<file path="config.mk">
export PLATFORM = sky130hd
export DESIGN_NAME = apb_gpio_flat
export DESIGN_NICKNAME = d
export VERILOG_FILES = /design/src/rtl/apb_gpio_if.sv /design/src/rtl/apb_gpio.sv /design/src/flat_wrapper.sv
export SDC_FILE = /design/constraint.sdc
export NUM_CORES = 1
export LEC_CHECK = 0
export BUFFER_PORTS_ARGS = -buffer_cell sky130_fd_sc_hd__buf_2
export CAP_MARGIN = 20
export CORE_ASPECT_RATIO = 1.5
export CORE_MARGIN = 4
export CORE_UTILIZATION = 33
export CTS_BUF_LIST = sky130_fd_sc_hd__clkbuf_4 sky130_fd_sc_hd__clkbuf_8 sky130_fd_sc_hd__clkbuf_16
export CTS_CLUSTER_SIZE = 10
export DETAILED_ROUTE_END_ITERATION = 10
export PLACE_DENSITY = 0.65
export SLEW_MARGIN = 20
export SYNTH_ARGS = -nofsm -noshare
export SYNTH_HDL_FRONTEND = slang
export SYNTH_SLANG_ARGS = --single-unit
</file>
<file path="constraint.sdc">
create_clock -name clk_i -period 4.2 [get_ports clk_i]
set_clock_uncertainty 0.05 [all_clocks]
set_input_delay 0.63 -clock clk_i [delete_from_list [all_inputs] [get_ports clk_i]]
set_output_delay 0.63 -clock clk_i [all_outputs]
set_load 0.05 [all_outputs]
</file>
<file path="src/rtl/apb_gpio_if.sv">
`default_nettype none
// ---------------------------------------------------------------
// apb_gpio_if : APB completer bus bundle for apb_gpio.   Rev 1.0
// ---------------------------------------------------------------
interface apb_gpio_if #(
    parameter int AddrWidth = 32
);
    logic                 psel_i;
    logic                 penable_i;
    logic                 pwrite_i;
    logic [AddrWidth-1:0] paddr_i;
    logic [31:0]          pwdata_i;
    logic [31:0]          prdata_o;
    logic                 pready_o;
    logic                 pslverr_o;

    modport master (
        output psel_i, penable_i, pwrite_i, paddr_i, pwdata_i,
        input  prdata_o, pready_o, pslverr_o
    );

    modport slave (
        input  psel_i, penable_i, pwrite_i, paddr_i, pwdata_i,
        output prdata_o, pready_o, pslverr_o
    );
endinterface
`default_nettype wire

</file>
<file path="src/rtl/apb_gpio.sv">
`default_nettype none
// ---------------------------------------------------------------
// apb_gpio : APB GPIO with edge-detect W1C interrupts.   Rev 1.0
// ---------------------------------------------------------------
module apb_gpio #(
    parameter int NrPins    = 8,
    parameter int AddrWidth = 32
) (
    input  logic              clk_i,
    input  logic              rst_i,
    apb_gpio_if.slave         apb,
    input  logic [NrPins-1:0] gpio_i,
    output logic [NrPins-1:0] gpio_o,
    output logic [NrPins-1:0] gpio_oe_o,
    output logic              irq_o
);
    localparam logic [2:0] OFF_DIR     = 3'd0;
    localparam logic [2:0] OFF_OUT     = 3'd1;
    localparam logic [2:0] OFF_IN      = 3'd2;
    localparam logic [2:0] OFF_RISE_EN = 3'd3;
    localparam logic [2:0] OFF_FALL_EN = 3'd4;
    localparam logic [2:0] OFF_PENDING = 3'd5;
    localparam logic [2:0] OFF_TOGGLE  = 3'd6;
    localparam logic [2:0] OFF_RSVD    = 3'd7;

    logic [AddrWidth-1:0] addr;
    logic [2:0]           offset;
    logic [NrPins-1:0]    wdata;
    logic                 access;
    logic                 bus_err;
    logic                 wr_en;
    logic                 unused_bits;

    logic [NrPins-1:0] dir_q, out_q, rise_en_q, fall_en_q, pending_q;
    logic [NrPins-1:0] sync1_q, in_q, prev_q;
    logic [NrPins-1:0] rise, fall, clr_mask, pending_next;
    logic [NrPins-1:0] rd_sel;

    assign addr        = apb.paddr_i;
    assign offset      = addr[4:2];
    assign wdata       = apb.pwdata_i[NrPins-1:0];
    assign unused_bits = ^{addr, apb.pwdata_i};

    // Errors are flagged only in the access phase and suppress the commit.
    assign access  = apb.psel_i & apb.penable_i;
    assign bus_err = access & ((offset == OFF_RSVD) | (apb.pwrite_i & (offset == OFF_IN)));
    assign wr_en   = access & apb.pwrite_i & ~bus_err;

    assign apb.pready_o  = apb.psel_i;
    assign apb.pslverr_o = bus_err;

    assign rise     = in_q & ~prev_q & rise_en_q;
    assign fall     = ~in_q & prev_q & fall_en_q;
    assign clr_mask = (wr_en && offset == OFF_PENDING) ? wdata : '0;
    // OR-ing the new edges after the clear makes a same-cycle set win.
    assign pending_next = (pending_q & ~clr_mask) | rise | fall;

    always_ff @(posedge clk_i or posedge rst_i) begin
        if (rst_i) begin
            dir_q     <= '0;
            out_q     <= '0;
            rise_en_q <= '0;
            fall_en_q <= '0;
            pending_q <= '0;
            sync1_q   <= '0;
            in_q      <= '0;
            prev_q    <= '0;
        end else begin
            sync1_q   <= gpio_i;
            in_q      <= sync1_q;
            prev_q    <= in_q;
            pending_q <= pending_next;
            if (wr_en) begin
                case (offset)
                    OFF_DIR:     dir_q     <= wdata;
                    OFF_OUT:     out_q     <= wdata;
                    OFF_RISE_EN: rise_en_q <= wdata;
                    OFF_FALL_EN: fall_en_q <= wdata;
                    OFF_TOGGLE:  out_q     <= out_q ^ wdata;
                    default:     ;
                endcase
            end
        end
    end

    always_comb begin
        rd_sel = '0;
        if (apb.psel_i && !apb.pwrite_i) begin
            case (offset)
                OFF_DIR:     rd_sel = dir_q;
                OFF_OUT:     rd_sel = out_q;
                OFF_IN:      rd_sel = in_q;
                OFF_RISE_EN: rd_sel = rise_en_q;
                OFF_FALL_EN: rd_sel = fall_en_q;
                OFF_PENDING: rd_sel = pending_q;
                default:     rd_sel = '0;
            endcase
        end
    end

    assign apb.prdata_o = 32'(rd_sel);
    assign gpio_o       = out_q;
    assign gpio_oe_o    = dir_q;
    assign irq_o        = |pending_q;
endmodule
`default_nettype wire

</file>
<file path="src/flat_wrapper.sv">
// flat-port wrapper written by rule: the top's interface ports become plain ports
module apb_gpio_flat 
#(
    parameter int NrPins    = 8,
    parameter int AddrWidth = 32
)
  (clk_i, rst_i, gpio_i, gpio_o, gpio_oe_o, irq_o, apb_psel_i, apb_penable_i, apb_pwrite_i, apb_paddr_i, apb_pwdata_i, apb_prdata_o, apb_pready_o, apb_pslverr_o);
  apb_gpio_if #(.AddrWidth(AddrWidth)) apb_i ();
  input  logic clk_i;
  input  logic rst_i;
  input  logic [NrPins-1:0] gpio_i;
  output logic [NrPins-1:0] gpio_o;
  output logic [NrPins-1:0] gpio_oe_o;
  output logic irq_o;
  input wire logic [$bits(apb_i.psel_i)-1:0] apb_psel_i;
  input wire logic [$bits(apb_i.penable_i)-1:0] apb_penable_i;
  input wire logic [$bits(apb_i.pwrite_i)-1:0] apb_pwrite_i;
  input wire logic [$bits(apb_i.paddr_i)-1:0] apb_paddr_i;
  input wire logic [$bits(apb_i.pwdata_i)-1:0] apb_pwdata_i;
  output wire logic [$bits(apb_i.prdata_o)-1:0] apb_prdata_o;
  output wire logic [$bits(apb_i.pready_o)-1:0] apb_pready_o;
  output wire logic [$bits(apb_i.pslverr_o)-1:0] apb_pslverr_o;
  assign apb_i.psel_i = apb_psel_i;
  assign apb_i.penable_i = apb_penable_i;
  assign apb_i.pwrite_i = apb_pwrite_i;
  assign apb_i.paddr_i = apb_paddr_i;
  assign apb_i.pwdata_i = apb_pwdata_i;
  assign apb_prdata_o = apb_i.prdata_o;
  assign apb_pready_o = apb_i.pready_o;
  assign apb_pslverr_o = apb_i.pslverr_o;
  apb_gpio #(.NrPins(NrPins), .AddrWidth(AddrWidth)) u_core (.clk_i(clk_i), .rst_i(rst_i), .apb(apb_i), .gpio_i(gpio_i), .gpio_o(gpio_o), .gpio_oe_o(gpio_oe_o), .irq_o(irq_o));
endmodule
</file>
After elaboration in Yosys (flattened, before gate mapping):

Cells that the tools add are included.

* logic and storage cells: 47
* flip-flop bits (word level): 64
* output and inout port bits: 51
* input bits: 77

* reductions and logical operators: 10
* mux-type cells: 4
* equal/unequal tests: 7
* bitwise operators: 18

Operators by type and width (count)
* $pmux 8 s6: 1
* $and 8x8->8: 5
* $not 8->8: 3
* $mux 8: 2
* $or 8x8->8: 2
* $pmux 8 s2: 1
* $eq 3x3->1 const B: 4
* $reduce_and 2->1: 4
* $reduce_or 8->1: 1
* $xor 8x8->8: 1
* $eq 3x2->1 const B: 2
* $and 1x1->1: 5
* $eq 3x1->1 const B: 1
* $logic_not 3->1: 1
* $logic_and 1x1->1: 2
* $reduce_bool 2->1: 1
* $logic_not 1->1: 1
* $not 1->1: 1
* $or 1x1->1: 1

Longest topological paths before layout:

Gate-level depths: netlist of run 1.

* word-level depth: 12
* mapped depth: 6
* gate-level depth less buffers: 4

Worst setup path after synthesis of run 1:

OpenSTA, ideal clock, no wires.

* path type: input -> output
* from: in apb_psel_i
* to: out apb_prdata_o[2]
* stages on the path: 3
* path buffers: 1
* arrival: 2.271 ns
* required time: 3.520 ns
* setup slack: 1.249 ns
* cell sequence: or2b_1 -> clkbuf_1 -> o32ai_1

* word-level cells in the longest chain between the ends: 2

RTL lines
* start, declared: line flat_wrapper.sv:15 `input wire logic [$bits(apb_i.psel_i)-1:0] apb_psel_i;`
* $logic_and 1x1->1: line apb_gpio.sv:88 `if (apb.psel_i && !apb.pwrite_i) begin`
* $mux 8: line apb_gpio.sv:88
* end, declared: line flat_wrapper.sv:20 `output wire logic [$bits(apb_i.prdata_o)-1:0] apb_prdata_o;`

No other way between the ends.

Final worst setup path of run 1:

* from: in apb_paddr_i[2]
* to: out apb_prdata_o[3]

* word-level cells in the longest chain between the ends: 3
* elaborated cells on any way between the ends: 8
* classes of those cells: eq/ne (5); mux (2); reduce/logical (1)

RTL lines
* start, declared: line flat_wrapper.sv:18 `input wire logic [$bits(apb_i.paddr_i)-1:0] apb_paddr_i;`
* $eq 3x3->1, or another cell as far along: line apb_gpio.sv:89 `case (offset)`
* $pmux 8 s6 (*): line apb_gpio.sv:89
* $mux 8 (*): line apb_gpio.sv:88

Every way passes the cells marked *; elsewhere a longest branch is shown, timed or not.

==> results by group, run 1 <==
Clock tree
  • Resized Gates After CTS: 0
  • Cts hold-fix bufs: 0
  • Worst-Skew Late Latency: 0.33 ns
  • CTS Buffer Depth: 2
  • CTS tree: built
  • Setup Buffers After CTS: 0
  • H-tree depth: 3
  • CTS Sinks: 64
  • Clock slew at reported path FFs: 0.05 ns
  • Num CTS Buffers: 9
  • CTS root buffer: clkbuf_16

Floorplan
  • Core area: 8990 um^2
  • Die ar.: 11000 um^2
  • Die X: 86.9 um
  • Chip height: 126 um
  • IO Pins: 128
  • Initial core utilization: 34.3%
  • Placement Rows: 42

Worst setup path
  • Worst EP required: 3.52 ns
  • Worst-path fanout max: 23
  • Worst r2r path cells: 1
  • R2R setup slack: 3.36 ns
  • R2r endpoint: u_core.fall_en_q[1]
  • Reg2reg start: u_core.fall_en_q[1]
  • CP most frequent cell: buf_2
  • Max incr delay on CP: 0.45 ns
  • Slowest library cell on the worst path: buf_2
  • Arr. time, crit path: 2.27 ns
  • CP delay by family, top: buffers and inverters
  • Critical path class: primary input to output port
  • Crit path from: apb_paddr_i[2]
  • Buf/Inv on CP: 2
  • Critical path cell sequence: buf_2 > nor2b_4 > a22oi_1 > o32ai_1 > buf_2
  • CP endpoint kind: output port
  • Startpoint types: primary input

STA
  • Period utilization: 70.3%
  • Final Hold Fails: 0
  • Fin crit period: 2.95 ns
  • Fmax: 338 MHz
  • Relative slew slack: 58.0%
  • RSZ-0062 raised after global routing: no
  • Setup-failing EPs final: 0
  • Setup tns final: 0 ns
  • Fin. max-slew vios: 0
  • Worst slew pin tran: 0.629 ns
  • Final WS setup: 1.25 ns
  • Fin Hold WS: 0.292 ns

Synth
  • Synthesized instance count: 266
  • Ys async rst share: 100%
  • Flops & latches, synth: 64
  • Main synth FF type: dfrtp_1
  • Synth unique cells: 34
  • EDFF count, synth: 0
  • Syn. warnings: 0
  • Avg Inst Size Synth: 11.6 um^2
  • Synth Cell Area: 3080 um^2
  • Register area share after synthesis: 52.0%

Placement
  • Placed cell count: 415
  • Port buffer count: 50
  • HPWL reported at the end of detailed placement: 4990 um
  • Setup WS pre-CTS: 1.23 ns
  • GPL Wtd Cong: 0.842

Drt
  • Post-DRT Antenna Nets: 0
  • Initial DRC count: 128
  • TritonRoute pass-1 iters: 4
  • # DRC: 0
  • Routed vias/inst: 4.68
  • Vias: 2009
  • Post-Route WL: 7020 um
  • DR WL/cell: 16.4 um

Min path
  • Worst hold path class: flop to flop
  • Hold depth: 0
  • Worst Hold Endpoint: u_core.in_q[3]
  • Worst hold start: u_core.sync1_q[3]

Power and ir drop
  • Logic gate share of total power: 26.1%
  • Switching power: 678 uW
  • Internal cell power: 1300 uW
  • Pwr Density: 556 nW/um^2
  • Sequential power share: 40.2%
  • Post-route total power: 1980 uW
  • Switching Share: 34.3%
  • Clock share of power: 33.7%
  • Worst VDD drop: 209 uV
  • Leakage: 0.00166 uW

Finish
  • Layout Nets: 393
  • Layout cells sized above 1: 30.4%
  • Layout Cells excl Fill: 429
  • Area delta synth->final: 15.7%
  • N_diodes: 0

Run
  • # Max-Cap Violations: 0

Global routing
  • Initial antenna violation count: 0
  • Largest net degree at the start of global routing: 36
  • Grt ovf: 0
  • Vias in the first global route: 2101
  • First-pass GRT wire length: 11300 um
  • GRT Util Overall: 13.6%

Run status
  • Status: finished, final reports clean
-- placed cells by master (no fill, tap or decap), types with 3 or more instances in the layout --
master,instances
a21oi_1,7
mux2_2,8
mux4_2,3
buf_2,50
dfrtp_1,64
mux2_4,16
inv_1,10
clkbuf_4,3
mux2i_1,7
conb_1,24
clkbuf_16,9
nand2_1,30
a22oi_1,4
o211ai_1,5
xor2_1,8
nor2_1,5
o21ai_0,18
nand3b_1,11
nand3_1,13
-- metrics by stage --
step	utilization [%]	instance area (um^2)
2_1_floorplan	-	3160
3_3_place_gp	36.6	3290
3_5_place_dp	36.6	3290
4_1_cts	39.6	3560
5_1_grt	39.6	3560
6_report	39.6	3560
-- state kept, by name, indices dropped and copies added (netlist names) --
signal            cells
u_core.fall_en_q      8
u_core.sync1_q        8
u_core.gpio_o         8
u_core.prev_q         8
u_core.rise_en_q      8
u_core.pending_q      8
u_core.gpio_oe_o      8
u_core.in_q           8
-- cells in the mapped netlist (7+ instances only) --
cell	n	area share (%)
a21oi_1	7	1.1
xor2_1	8	2.3
buf_4	27	6.6
inv_1	11	1.3
o21ai_0	18	2.9
mux2_2	8	2.9
nand3b_1	11	2.7
mux2i_1	7	2.3
nand2_1	30	3.7
mux2_4	16	7.8
dfrtp_1	64	52
nand3_1	13	2.1
-- per-layer routing --
metal / up-vias / wire [um] / global-route usage, %
met5: - / 0 / 0
li1: 965 / - / -
met4: 0 / 109 / 5.60
met1: 977 / 2960 / 17.0
met3: 8 / 431 / 4.05
met2: 59 / 3520 / 21.5
-- power groups by stage --
stage / sequential, uW / clock [uW] / combinational, uW
after CTS: 795 / 684 / 522
after floorplan: 950 / 0 / 267
after global routing: 811 / 702 / 554
after detailed placement: 805 / 0 / 520
after global placement: 800 / 0 / 515
final: 795 / 667 / 516
-- cell families (layout without fill, tap and decap cells) --
family,Yosys count,after routing,share of synthesized area (%)
xor gates and xnor gates,8,8,2.28
other,1,24,0.122
buffers and inverters,46,76,10.0
and+or+nand+nor,72,72,12.2
AOI/OAI and AO/OA,41,41,8.13
muxes,34,34,15.2
DFF,64,64,52.0
-- worst max-delay path by stage --
stage                      end  slack, ns  cells past startpoint
2_1_floorplan  apb_prdata_o[2]       1.25                      3
3_3_place_gp   apb_prdata_o[3]       1.24                      5
3_5_place_dp   apb_prdata_o[3]       1.23                      5
4_1_cts        apb_prdata_o[3]       1.23                      5
5_1_grt        apb_prdata_o[3]       1.17                      5
6_report       apb_prdata_o[3]       1.25                      5
-- final cells by class --
type | instances | area, um^2
Fill cell | 859 | 5430
Sequential cell | 64 | 1600
Multi-Input combinational cell | 179 | 1250
Clock buffer | 13 | 262
Timing Repair Buffer | 51 | 258
Tap cell | 110 | 138
Inverter | 11 | 41.3
Clock inverter | 1 | 5.00
Note: power is estimated with default switching activity, not from simulation.
==> inputs of run 2 (changes only) <==
- PLACE_DENSITY: 0.65 -> 0.67
- clock period: 4.2 -> 2.6 ns (I/O delays scaled with it)
==> results by group, run 2 (synthesized netlist as in run 1, its figures left out) <==
Worst setup path
  • Max incr delay on CP: 0.38 ns (was 0.45 ns)
  • Critical path cell sequence: buf_2 > buf_4 > mux2i_1 > a211o_1 > a21oi_1 > buf_2 (was buf_2 > nor2b_4 > a22oi_1 > o32ai_1 > buf_2)
  • Worst-path fanout max: 17 (was 23)
  • Startpoint types: primary input (unchanged)
  • Slowest library cell on the worst path: buf_2 (unchanged)
  • Arr. time, crit path: 1.90 ns (was 2.27 ns)
  • CP most frequent cell: buf_2 (unchanged)
  • Worst EP required: 2.16 ns (was 3.52 ns)
  • Critical path class: primary input to output port (unchanged)
  • CP endpoint kind: output port (unchanged)

Floorplan
  • Core area: 8990 um^2 (unchanged)
  • Initial core utilization: 34.3% (unchanged)
  • Die X: 86.9 um (unchanged)
  • Placement Rows: 42 (unchanged)
  • Die ar.: 11000 um^2 (unchanged)
  • Chip height: 126 um (unchanged)
  • IO Pins: 128 (unchanged)

Run status
  • Failing checks: hold timing
  • Status: complete, but fails checks (was finished, final reports clean)

Clock tree
  • Num CTS Buffers: 9 (unchanged)
  • CTS tree: built (unchanged)
  • Resized Gates After CTS: 0 (unchanged)
  • CTS root buffer: clkbuf_16 (unchanged)
  • Setup Buffers After CTS: 0 (unchanged)
  • Cts hold-fix bufs: 0 (unchanged)
  • Clock slew at reported path FFs: 0.05 ns (about the same)
  • CTS Sinks: 64 (unchanged)
  • H-tree depth: 3 (unchanged)
  • Worst-Skew Late Latency: 0.33 ns (about the same)
  • CTS Buffer Depth: 2 (unchanged)

Global routing
  • First-pass GRT wire length: 11700 um (was 11300 um)
  • Grt ovf: 0 (unchanged)
  • GRT Util Overall: 14.2% (was 13.6%)
  • Largest net degree at the start of global routing: 26 (was 36)
  • Initial antenna violation count: 0 (unchanged)
  • Vias in the first global route: 2250 (was 2101)

Finish
  • Area delta synth->final: 18.9% (was 15.7%)
  • Most common cell after layout, fill and taps aside: dfrtp_1 (unchanged)
  • N_diodes: 0 (unchanged)
  • Layout cells sized above 1: 32.1% (was 30.4%)
  • Commonest non-fill, non-tap cells in the layout: dfrtp_1, buf_2, nand2_1 (unchanged)
  • Layout Nets: 399 (was 393)
  • Design area: 3660 um^2 (was 3560 um^2)

Drt
  • Post-Route WL: 7360 um (was 7020 um)
  • Vias: 2132 (was 2009)
  • Post-DRT Antenna Nets: 0 (unchanged)
  • TritonRoute pass-1 iters: 4 (unchanged)
  • Routed vias/inst: 4.88 (was 4.68)
  • Initial DRC count: 135 (was 128)
  • DR WL/cell: 16.8 um (was 16.4 um)
  • # DRC: 0 (unchanged)

Placement
  • Port buffer count: 50 (unchanged)
  • Placed Area: 3340 um^2 (was 3290 um^2)
  • GPL Wtd Cong: 0.818 (was 0.842)
  • HPWL reported at the end of detailed placement: 5170 um (was 4990 um)

STA
  • Period utilization: 90.0%
  • RSZ-0062 raised after global routing: no (unchanged)
  • Fmax: 427 MHz
  • Setup-failing EPs final: 0 (unchanged)
  • Worst slew pin tran: 0.589 ns (was 0.629 ns)
  • Final Hold Fails: 1 (was 0)
  • Relative slew slack: 60.6% (was 58.0%)
  • Fin. max-slew vios: 0 (unchanged)
  • Setup tns final: 0 ns (unchanged)
  • Fin crit period: 2.34 ns
  • Fin Hold WS: -0.00124 ns (was 0.292 ns)

Power and ir drop
  • Leakage: 0.00172 uW (was 0.00166 uW)
  • Worst VDD drop: 623 uV (was 209 uV)
  • Pwr Density: 935 nW/um^2 (was 556 nW/um^2)

Min path
  • Worst hold path class: primary input to async pin (was flop to flop)

Run
  • # Max-Cap Violations: 0 (unchanged)
run 2: cell type report:
class,instances,area (um^2)
flip-flops and latches,64,1600
well taps,110,138
inverters,11,41.3
fillers,868,5330
clock inverters,6,82.6
repair buffers,57,303
multi-input cells,179,1250
clock buffers,10,239
run 2: power breakdown:
group,internal [uW],leakage [uW],switching (uW),total [uW]
Combinational,258,0.000795,587,845
Clock,858,0.000158,429,1290
Sequential,1160,0.000764,133,1290
Total,2270,0.00172,1150,3420
run 2: stage by stage:
stage / utilization [%] / hold slack (ns) / setup slack [ns] / total power (uW) / cells
after detailed placement: 37.1 / 0.285 / 0.277 / 2150 / 421
after global placement: 37.1 / 0.283 / 0.285 / 2130 / 421
after floorplan: - / 0.281 / 0.129 / 1970 / 289
after global routing: 40.7 / 0.0383 / 0.199 / 3570 / 437
after CTS: 40.7 / 0.00949 / 0.270 / 3450 / 437
final: 40.7 / -0.00124 / 0.259 / 3420 / 437
run 2: critical path: cells and delay by family:
| family | cells | cell delay (ns) |
|---|---|---|
| AO/OA/AOI/OAI | 2 | 0.49 |
| multiplexers | 1 | 0.08 |
| buffers and inverters | 3 | 0.92 |
run 2: worst paths after layout:
kind,from,endpoint,slack (ns),cells past startpoint
worst max-delay path,apb_paddr_i[2],apb_prdata_o[7],0.26,6
worst min-delay path,rst_i,u_core.fall_en_q[2],-0.001,2
worst max register to register,u_core.rise_en_q[7],u_core.rise_en_q[7],1.74,1
worst min register to register,u_core.sync1_q[1],u_core.in_q[1],0.29,0
max in group asynchronous,rst_i,u_core.gpio_oe_o[6],1.82,3
min in group clk_i,gpio_i[7],u_core.sync1_q[7],0.11,1
run 2: routing by layer:
layer  share of wire (%)  track usage (%)  vias up
li1                    -                -      985
met1                  43             17.0     1068
met2                  50             23.2       66
met3                 4.6             3.73       13
met4                 2.5             7.06        0
met5                   0                0        -
==> inputs of run 3 (changes only) <==
--- a/config.mk
+++ b/config.mk
@@ -10,3 +10,2 @@
 export CORE_ASPECT_RATIO = 1.5
-export CORE_MARGIN = 4
 export CORE_UTILIZATION = 33
==> constraint.sdc (replaced) <==
create_clock -name clk_i -period 2.6 [get_ports clk_i]
set_clock_uncertainty 0.05 [all_clocks]
set_input_delay 0 -clock clk_i [delete_from_list [all_inputs] [get_ports clk_i]]
set_output_delay 0 -clock clk_i [all_outputs]
set_load 0.05 [all_outputs]
==> results by group, run 3 (synthesized netlist as in run 1, its figures left out) <==
Power and ir drop
  • Pwr Density: 850 nW/um^2 (was 935 nW/um^2)
  • Worst VDD drop: 469 uV (was 623 uV)
  • Leakage: 0.00173 uW (was 0.00172 uW)

Min path
  • Worst Hold Endpoint: u_core.sync1_q[4]
  • Hold depth: 2
  • Worst hold start: gpio_i[4]
  • Worst hold path class: primary input to flop (was primary input to async pin)

Finish
  • Commonest non-fill, non-tap cells in the layout: dfrtp_1, buf_2, nand2_1 (unchanged)
  • Most common cell after layout, fill and taps aside: dfrtp_1 (unchanged)
  • Layout Cells excl Fill: 445 (was 437)
  • Final Util: 41.7% (was 40.7%)
  • Layout Nets: 410 (was 399)
  • Layout cells sized above 1: 28.7% (was 32.1%)
  • N_diodes: 0 (unchanged)
  • Area delta synth->final: 21.1% (was 18.9%)

Clock tree
  • CTS tree: built (unchanged)
  • CTS root buffer: clkbuf_16 (unchanged)
  • Clock slew at reported path FFs: 0.05 ns (about the same)
  • Num CTS Buffers: 9 (unchanged)
  • CTS Sinks: 64 (unchanged)
  • Resized Gates After CTS: 0 (unchanged)
  • Worst-Skew Late Latency: 0.33 ns (about the same)
  • H-tree depth: 3 (unchanged)
  • CTS Buffer Depth: 2 (unchanged)

Global routing
  • Initial antenna violation count: 0 (unchanged)
  • GRT Util Overall: 15.8% (was 14.2%)
  • First-pass GRT wire length: 11100 um (was 11700 um)
  • Vias in the first global route: 2112 (was 2250)
  • Grt ovf: 0 (unchanged)
  • Largest net degree at the start of global routing: 36 (was 26)

Worst setup path
  • R2R setup slack: 1.76 ns (was 1.74 ns)
  • Arr. time, crit path: 1.64 ns (was 1.90 ns)
  • Reg2reg start: u_core.fall_en_q[4] (was u_core.rise_en_q[7])
  • CP endpoint kind: output port (unchanged)
  • Worst EP required: 2.55 ns (was 2.16 ns)
  • Worst r2r path cells: 1 (unchanged)
  • Crit path from: u_core.pending_q[1] (was apb_paddr_i[2])
  • Worst-path fanout max: 3 (was 17)
  • Critical path class: flop to output port (was primary input to output port)
  • R2r endpoint: u_core.fall_en_q[4] (was u_core.rise_en_q[7])
  • Startpoint types: flop (was primary input)

STA
  • Final WS setup: 0.912 ns (was 0.259 ns)
  • Worst slew pin tran: 0.750 ns (was 0.589 ns)
  • Fmax: 592 MHz (was 427 MHz)
  • Fin crit period: 1.69 ns (was 2.34 ns)
  • Relative slew slack: 49.9% (was 60.6%)
  • Fin. max-slew vios: 0 (unchanged)
  • Fin Hold WS: 0.263 ns (was -0.00124 ns)
  • Period utilization: 64.9% (was 90.0%)
  • Setup-failing EPs final: 0 (unchanged)
  • Final Hold Fails: 0 (was 1)
  • Setup tns final: 0 ns (unchanged)
  • RSZ-0062 raised after global routing: no (unchanged)

Placement
  • Setup WS pre-CTS: 0.850 ns (was 0.277 ns)
  • GPL Wtd Cong: 0.798 (was 0.818)
  • HPWL reported at the end of detailed placement: 4760 um (was 5170 um)
  • Placed cell count: 415 (was 421)
  • Port buffer count: 50 (unchanged)

Floorplan
  • Die X: 80.9 um (was 86.9 um)
  • Placement Rows: 42 (unchanged)
  • Die ar.: 9730 um^2 (was 11000 um^2)
  • Chip height: 120 um (was 126 um)
  • Core area: 8930 um^2 (was 8990 um^2)
  • IO Pins: 128 (unchanged)
  • Initial core utilization: 34.5% (was 34.3%)

Drt
  • DR WL/cell: 15.4 um (was 16.8 um)
  • Vias: 2116 (was 2132)
  • Post-DRT Antenna Nets: 0 (unchanged)
  • Initial DRC count: 99 (was 135)
  • # DRC: 0 (unchanged)
  • TritonRoute pass-1 iters: 4 (unchanged)
  • Post-Route WL: 6830 um (was 7360 um)
  • Routed vias/inst: 4.76 (was 4.88)

Run
  • # Max-Cap Violations: 0 (unchanged)

Run status
  • Status: finished, final reports clean (was complete, but fails checks)
-- run 3: changes by cell type in the layout (fill, tap and decap cells not counted), sizes merged --
cell / before / now
dlygate4sd3: 0 / 17
buf: 57 / 51
bufinv: 2 / 0
clkbuf: 10 / 11
clkinv: 3 / 2
clkinvlp: 1 / 0
-- run 3: cell type report --
class / instances / area (um^2)
fill: 881 / 5210
sequential: 64 / 1600
multi-input combinational: 179 / 1250
timing repair buffer: 68 / 440
clock buffer: 11 / 240
tap: 110 / 138
inverter: 11 / 41.3
clock inverter: 2 / 10.0
-- run 3: routing by layer --
layer | part of all wire, % | track usage, %
met1 | 42 | 19.7
met2 | 51 | 25.1
met3 | 5.1 | 4.98
met4 | 1.9 | 6.03
met5 | 0 | 0
-- run 3: report_power, final --
| part | total [uW] | switching [uW] | internal [uW] | leakage (uW) |
|---|---|---|---|---|
| Clock | 1030 | 384 | 644 | 0.000128 |
| Combinational | 851 | 580 | 271 | 0.000840 |
| Sequential | 1290 | 130 | 1160 | 0.000764 |
-- run 3: worst max path at each step --
stage,endpoint,depth (start not counted),slack [ns]
floorplan,apb_prdata_o[2],2,0.53
global placement,u_core.fall_en_q[1],4,0.84
detailed placement,u_core.fall_en_q[4],4,0.85
CTS,apb_prdata_o[4],4,0.89
global route,apb_prdata_o[1],4,0.82
finish,apb_prdata_o[1],4,0.91
-- run 3: what timing repair did --
action / CTS / global route
hold buffers: 17 / 0
hold endpoints to repair: 78 / 0
buffers inserted: 0 / 0
-- run 3: per-stage QoR --
stage,area [um^2],total power (uW)
3_5_place_dp,3310,2140
3_3_place_gp,3310,2120
4_1_cts,3730,3210
5_1_grt,3730,3330
6_report,3730,3170
2_1_floorplan,3160,1970
-- run 3: critical path, cell delays in order (launching register included) --
cell,delay (ns)
dfrtp_1,0.40
mux4_2,0.46
a21oi_1,0.15
nor2_1,0.07
buf_2,0.23
